===== src/rtl/sdc_rx_pkg.sv =====
// Shared types and constants for the SD card D0 read-data receiver.
// Holds the receiver state encoding and the bit-serial CRC16 step.
package sdc_rx_pkg;

   typedef enum logic [2:0] {
      IDLE,
      WAIT_START,
      DATA,
      CRC,
      END_BIT,
      DONE
   } rx_state_e;

   localparam logic [15:0] CRC16_POLY    = 16'h1021;
   localparam int unsigned DEF_BLK_BYTES = 512;
   localparam int unsigned DEF_DATA_WD   = 64;
   localparam int unsigned CRC_BITS      = 16;

   // One bit of CRC16 (x^16+x^12+x^5+1), MSB-first
   function automatic logic [15:0] crc16_step(input logic [15:0] crc, input logic din);
      logic fb;
      fb = crc[15] ^ din;
      return {crc[14:0], 1'b0} ^ (fb ? CRC16_POLY : 16'h0000);
   endfunction

endpackage


===== src/rtl/sdc_crc16_ser.sv =====
// Bit-serial CRC16 accumulator, one bit per enabled clock, zero initial value.
module sdc_crc16_ser
   import sdc_rx_pkg::*;
(
   input  logic        clk,
   input  logic        reset,
   input  logic        clr,
   input  logic        en,
   input  logic        bit_in,
   output logic [15:0] crc
);

   always_ff @(posedge clk or posedge reset) begin
      if (reset) begin
         crc <= 16'h0000;
      end else if (clr) begin
         crc <= 16'h0000;
      end else if (en) begin
         crc <= crc16_step(crc, bit_in);
      end
   end

endmodule


===== src/rtl/sdc_dat_rx.sv =====
// Single-block SD D0 read receiver: start bit, 512-byte payload into words, CRC16, end bit.
// CRC checking is present only when SDC_RX_CRC_CHK_EN is defined; otherwise crc_err is 0.
module sdc_dat_rx
   import sdc_rx_pkg::*;
#(
   parameter int unsigned BLK_BYTES = DEF_BLK_BYTES,
   parameter int unsigned DATA_WD   = DEF_DATA_WD,
   parameter logic [15:0] TMO_CYC   = 16'hFFFF
) (
   input  logic               clk,
   input  logic               reset,
   input  logic               sd_smp_strb,
   input  logic               strt_rd_strb,
   input  logic               abort_strb,
   input  logic               D0_in,
   output logic [DATA_WD-1:0] rd_dat,
   output logic               rd_dat_vld,
   input  logic               rd_dat_ack,
   output logic [6:0]         wrd_cnt,
   output logic               busy,
   output logic               blk_done_strb,
   output logic               crc_err,
   output logic               end_bit_err,
   output logic               tmo_err,
   output logic               ovr_err
);

   localparam int unsigned BLK_BITS = BLK_BYTES * 8;
   localparam int unsigned BCNT_W   = $clog2(BLK_BITS);
   localparam int unsigned WB_W     = $clog2(DATA_WD);
   localparam int unsigned CCNT_W   = $clog2(CRC_BITS);

   rx_state_e            state;
   logic [15:0]          tmo_cnt;
   logic [BCNT_W-1:0]    bit_cnt;
   logic [CCNT_W-1:0]    crc_cnt;
   logic [DATA_WD-2:0]   shreg;
   logic [DATA_WD-1:0]   word_c;
   logic                 word_end_c;
   logic                 last_bit_c;
   logic                 last_crc_c;
   logic                 tmo_hit_c;

   // Shift register keeps only the first DATA_WD-1 bits; the live bit completes the word
   assign word_c     = {shreg, D0_in};
   assign word_end_c = &bit_cnt[WB_W-1:0];
   assign last_bit_c = (bit_cnt == BCNT_W'(BLK_BITS - 1));
   assign last_crc_c = (crc_cnt == CCNT_W'(CRC_BITS - 1));
   assign tmo_hit_c  = (tmo_cnt == (TMO_CYC - 16'd1));

`ifdef SDC_RX_CRC_CHK_EN
   logic [CRC_BITS-1:0] rx_crc;
   logic [15:0]         calc_crc;
   logic                crc_err_q;

   sdc_crc16_ser u_crc (
      .clk    (clk),
      .reset  (reset),
      .clr    ((state == IDLE) && strt_rd_strb),
      .en     ((state == DATA) && sd_smp_strb),
      .bit_in (D0_in),
      .crc    (calc_crc)
   );

   assign crc_err = crc_err_q;
`else
   assign crc_err = 1'b0;
`endif

   always_ff @(posedge clk or posedge reset) begin
      if (reset) begin
         state         <= IDLE;
         tmo_cnt       <= 16'h0000;
         bit_cnt       <= '0;
         crc_cnt       <= '0;
         shreg         <= '0;
         rd_dat        <= '0;
         rd_dat_vld    <= 1'b0;
         wrd_cnt       <= 7'd0;
         busy          <= 1'b0;
         blk_done_strb <= 1'b0;
         end_bit_err   <= 1'b0;
         tmo_err       <= 1'b0;
         ovr_err       <= 1'b0;
`ifdef SDC_RX_CRC_CHK_EN
         rx_crc        <= '0;
         crc_err_q     <= 1'b0;
`endif
      end else begin
         blk_done_strb <= 1'b0;

         // Consumer handshake; a same-cycle word load below overrides the clear
         if (rd_dat_ack && rd_dat_vld) begin
            rd_dat_vld <= 1'b0;
            wrd_cnt    <= wrd_cnt + 7'd1;
         end

         if (abort_strb) begin
            state      <= IDLE;
            busy       <= 1'b0;
            rd_dat_vld <= 1'b0;
         end else begin
            case (state)
               IDLE: begin
                  if (strt_rd_strb) begin
                     state       <= WAIT_START;
                     busy        <= 1'b1;
                     tmo_cnt     <= 16'h0000;
                     bit_cnt     <= '0;
                     crc_cnt     <= '0;
                     wrd_cnt     <= 7'd0;
                     end_bit_err <= 1'b0;
                     tmo_err     <= 1'b0;
                     ovr_err     <= 1'b0;
`ifdef SDC_RX_CRC_CHK_EN
                     crc_err_q   <= 1'b0;
`endif
                  end
               end

               WAIT_START: begin
                  if (sd_smp_strb) begin
                     if (!D0_in) begin
                        state <= DATA;
                     end else if (tmo_hit_c) begin
                        tmo_err       <= 1'b1;
                        blk_done_strb <= 1'b1;
                        busy          <= 1'b0;
                        state         <= IDLE;
                     end else begin
                        tmo_cnt <= tmo_cnt + 16'd1;
                     end
                  end
               end

               DATA: begin
                  if (sd_smp_strb) begin
                     shreg   <= word_c[DATA_WD-2:0];
                     bit_cnt <= bit_cnt + BCNT_W'(1);
                     if (word_end_c) begin
                        // A word still waiting for its ack is kept; the new one is lost
                        if (!rd_dat_vld || rd_dat_ack) begin
                           rd_dat     <= word_c;
                           rd_dat_vld <= 1'b1;
                        end else begin
                           ovr_err <= 1'b1;
                        end
                     end
                     if (last_bit_c) begin
                        state <= CRC;
                     end
                  end
               end

               CRC: begin
                  if (sd_smp_strb) begin
`ifdef SDC_RX_CRC_CHK_EN
                     rx_crc  <= {rx_crc[CRC_BITS-2:0], D0_in};
`endif
                     crc_cnt <= crc_cnt + CCNT_W'(1);
                     if (last_crc_c) begin
                        state <= END_BIT;
                     end
                  end
               end

               END_BIT: begin
                  if (sd_smp_strb) begin
                     if (!D0_in) begin
                        end_bit_err <= 1'b1;
                     end
`ifdef SDC_RX_CRC_CHK_EN
                     if (calc_crc != rx_crc) begin
                        crc_err_q <= 1'b1;
                     end
`endif
                     state <= DONE;
                  end
               end

               DONE: begin
                  blk_done_strb <= 1'b1;
                  busy          <= 1'b0;
                  state         <= IDLE;
               end

               default: begin
                  busy  <= 1'b0;
                  state <= IDLE;
               end
            endcase
         end
      end
   end

endmodule


===== config.mk =====
export PLATFORM = sky130hd
export DESIGN_NAME = sdc_dat_rx
export DESIGN_NICKNAME = d
export VERILOG_FILES = /design/src/rtl/sdc_rx_pkg.sv /design/src/rtl/sdc_crc16_ser.sv /design/src/rtl/sdc_dat_rx.sv
export SDC_FILE = /design/constraint.sdc
export NUM_CORES = 1
export LEC_CHECK = 0
export ABC_CLOCK_PERIOD_IN_PS = 5400
export BUFFER_PORTS_ARGS = -buffer_cell sky130_fd_sc_hd__buf_4
export CORE_ASPECT_RATIO = 0.6
export CORE_MARGIN = 5
export CORE_UTILIZATION = 53
export CTS_BUF_LIST = sky130_fd_sc_hd__clkbuf_2 sky130_fd_sc_hd__clkbuf_4 sky130_fd_sc_hd__clkbuf_8
export DETAILED_ROUTE_END_ITERATION = 7
export PLACE_DENSITY = 0.81
export SLEW_MARGIN = 10
export SYNTH_ARGS = -nofsm -noshare
export SYNTH_HDL_FRONTEND = slang
export SYNTH_HIERARCHICAL = 1
export SYNTH_SLANG_ARGS = --single-unit

===== constraint.sdc =====
create_clock -name clk -period 5.4 [get_ports clk]
set_input_delay 0.81 -clock clk [delete_from_list [all_inputs] [get_ports clk]]
set_output_delay 0.81 -clock clk [all_outputs]
set_load 0.05 [all_outputs]

==> summary.txt <==
Run status
  – Status: finished, final reports clean

Power
  – Internal: 1.848 mW
  – Clk pwr share: 0.373
  – Peak VDD IR: 0.0001470 V
  – Leakage: 4.245 nW
  – Sequential Power Share: 0.542
  – Logic pwr share: 0.085
  – Net Switching: 0.7019 mW
  – Switching Fraction: 0.2753
  – PwrDens: 303.2 nW/um2

Synthesis
  – Post-synth EDFFs: 0
  – Synth top area cells: dfrtp_1 61%, mux2_2 20%, xor2_1 1.7%, nor2_1 1.5%, nand2_1 1.2%
  – Netlist cell types: 47
  – Synthesis-stage register bit count: 175
  – Register area share after synthesis: 0.6050
  – Cell count after synthesis: 544
  – Most numerous cell in the Yosys netlist: dfrtp_1
  – Post-Synthesis Net Count: 556
  – Synth Flop Type: dfrtp_1
  – Yosys warning total: 6
  – Top-area cell type share of the netlist area: 0.6050
  – Synth Cell Area: 7238 um2
  – Leading area contributor after synthesis: dfrtp_1
  – Syn avg cell area: 13.31 um2
  – Top cells by instance count after synthesis: 175 x dfrtp_1, 129 x mux2_2, 28 x nor2_1, 23 x nand2_1
  – Ys async rst share: 1.000

Setup path
  – Crit path largest cell delay: 0.67 ns
  – CP cell instances: nor2_1 > nand4b_1 > buf_4 > nor3b_2 > buf_4 > mux2_2
  – CP Launch Type: register
  – Required @ worst endpoint: 5.74 ns
  – Critical path fanouts, max: 67
  – Slowest stage cell, crit path: buf_4
  – R2R Path Start: state[2]
  – Crit. End Element: register
  – Crit path top cell by count: buf_4
  – Crit path arrival time: 3.30 ns
  – Crit-path leading delay family: buffers and inverters
  – Crit path kind: register to register
  – Crit. Startpoint: state[2]
  – Buffers & Inverters on Critical Path: 2

STA
  – Worst setup margin: 2.439 ns
  – Max_slew headroom: 0.3931
  – Worst Skew: 0.01650 ns
  – Worst Max-Slew Pin Slew: 0.9103 ns
  – Pins Over Slew Limit: 0
  – # setup viols final: 0
  – Final worst-path cycle share: 0.5483
  – FMAX: 337.7 MHz
  – Worst hold margin: 0.5148 ns
  – Unrepaired setup endpoints after global routing: no
  – Min Tclk post-route: 2.961 ns
  – Final Hold Vio Count: 0
  – TNS Setup: 0 ns

Routing
  – Via density: 5.552
  – Final ANT Viol Nets: 0
  – DRC errors left: 0
  – Detailed Routing Iterations Pass 1: 4
  – Starting DRC count in detailed routing: 230
  – Vias: 4497
  – WL/cell: 16.71 um
  – Total wire length: 13.53 mm

Global route
  – Initial antenna violation count: 0
  – Largest net degree at the start of global routing: 176
  – Total grt overflow: 0
  – Total GRT Usage: 0.1748
  – First-pass GRT wire length: 22.78 mm
  – Vias in the first global route: 4512

Clocking
  – # H-tree levels: 4
  – Clock-pin slew on the worst setup and hold paths: 0.10 ns
  – Worst skew pair latency: 0.46 ns
  – Bufs on Longest Clock Path: 2
  – CTS tree: done
  – Root Buffer: clkbuf_8
  – # resized after CTS: 0
  – Num Clock Sinks: 175
  – Number of buffers created by CTS: 17
  – Post-cts hold buffer count: 0
  – Post-CTS setup buffers: 0

Place
  – Cell Area, Placed: 7984 um2
  – Hpwl dp: 8.852 mm
  – I/O Buffers: 83
  – Gpl congestion: 0.8627
  – Pre-CTS WS: 2.124 ns
  – Dpl cells: 778

Cells and area
  – Share of cells above drive strength 1: 0.3984
  – P&R area growth vs syn: 16.20%
  – Design Area, Final: 8411 um2
  – Final std cells w/o fill: 810
  – N_diodes: 0
  – # fillers: 1014
  – Final #Nets: 634

Floorplan
  – Initial core utilization: 0.5361
  – Core ar.: 13500 um2
  – DIE AREA: 16170 um2
  – Row count: 33
  – Die H: 100.5 um
  – I/O pin count: 85
  – Die Wd: 160.9 um

Hold path
  – Hold Path Class: register to register
  – Hold Crit Start: shreg[62]

Flow run
  – Max-cap viol count: 0
[sequential cells by signal, indices dropped and copies added, names as in the netlist, 3 cells and up]
signal,flops
rd_dat,64
shreg,63
tmo_cnt,16
bit_cnt,12
wrd_cnt,7
crc_cnt,4
state,3
[layout by cell type, fill, tap and decap left out, types with 2 or more instances in the layout]
cell and instances:
inv_6 4, xnor2_1 4, or4_1 8, clkinvlp_4 2, nand2_1 23, o41ai_1 2, nor2b_1 3, inv_8 6
nor3_1 5, and3_1 8, nand2b_1 6, o31ai_1 8, buf_4 85, or3_1 6, a2111oi_0 2, mux2_2 129
o21a_1 2, bufinv_16 2, nand4_1 10, xor2_1 14, a31oi_1 2, inv_1 6, dfrtp_1 175, a21oi_1 16
o21ai_0 15, ha_1 5, clkbuf_8 17, nor2_1 28, nand3_1 16, and2_1 3
[power by group through the flow]
| stage | registers (mW) | logic (mW) | clock network [mW] |
|---|---|---|---|
| global placement | 1.41 | 0.207 | 0 |
| floorplan | 1.39 | 0.181 | 0 |
| finish | 1.38 | 0.216 | 0.951 |
| CTS | 1.38 | 0.217 | 0.977 |
| global route | 1.39 | 0.241 | 1.03 |
| detailed placement | 1.41 | 0.216 | 0 |
[area by class of cell]
class | count | area, um2 | share of cell area
clock buffer | 17 | 234.0 | 0.02782
clock inverter | 15 | 191.4 | 0.02276
inverter | 7 | 30.03 | 0.003570
multi-input combinational | 335 | 2699 | 0.3209
sequential | 175 | 4379 | 0.5207
tap | 175 | 219.0 | 0.02603
timing repair buffer | 86 | 658.1 | 0.07825
[routing by layer]
metal | GRT usage | share of wire
met1 | 0.2410 | 0.46
met2 | 0.2710 | 0.47
met3 | 0.05190 | 0.055
met4 | 0.05636 | 0.014
met5 | 0 | 0
[metrics by stage]
step / util / power [mW]
after global routing: 0.6229 / 2.658
after floorplan: - / 1.576
after global placement: 0.5913 / 1.612
after CTS: 0.6228 / 2.576
after detailed placement: 0.5913 / 1.624
final: 0.6229 / 2.550
[final timing paths]
check	cells after the start	slack [ns]	endpoint
max reg2reg	6	2.44	rd_dat[49]
min in group asynchronous	3	0.59	rd_dat[5]
max	6	2.44	rd_dat[49]
min	1	0.51	shreg[62]
min reg2reg	1	0.51	shreg[62]
max in group asynchronous	3	4.13	tmo_cnt[7]
[logic make-up (layout without fill, tap and decap cells)]
group,Yosys count,in the layout,synth area share
flip-flops,175,175,0.6050
multiplexers,130,130,0.2021
AND/OR/NAND/NOR,128,128,0.09387
AO/OA/AOI/OAI,53,53,0.04512
buffers and inverters,34,125,0.02299
XOR/XNOR,18,18,0.02178
adder cells (fa/ha/maj),5,5,0.008643
other,1,1,0.0005181
Power figures use the tool's default switching activity.
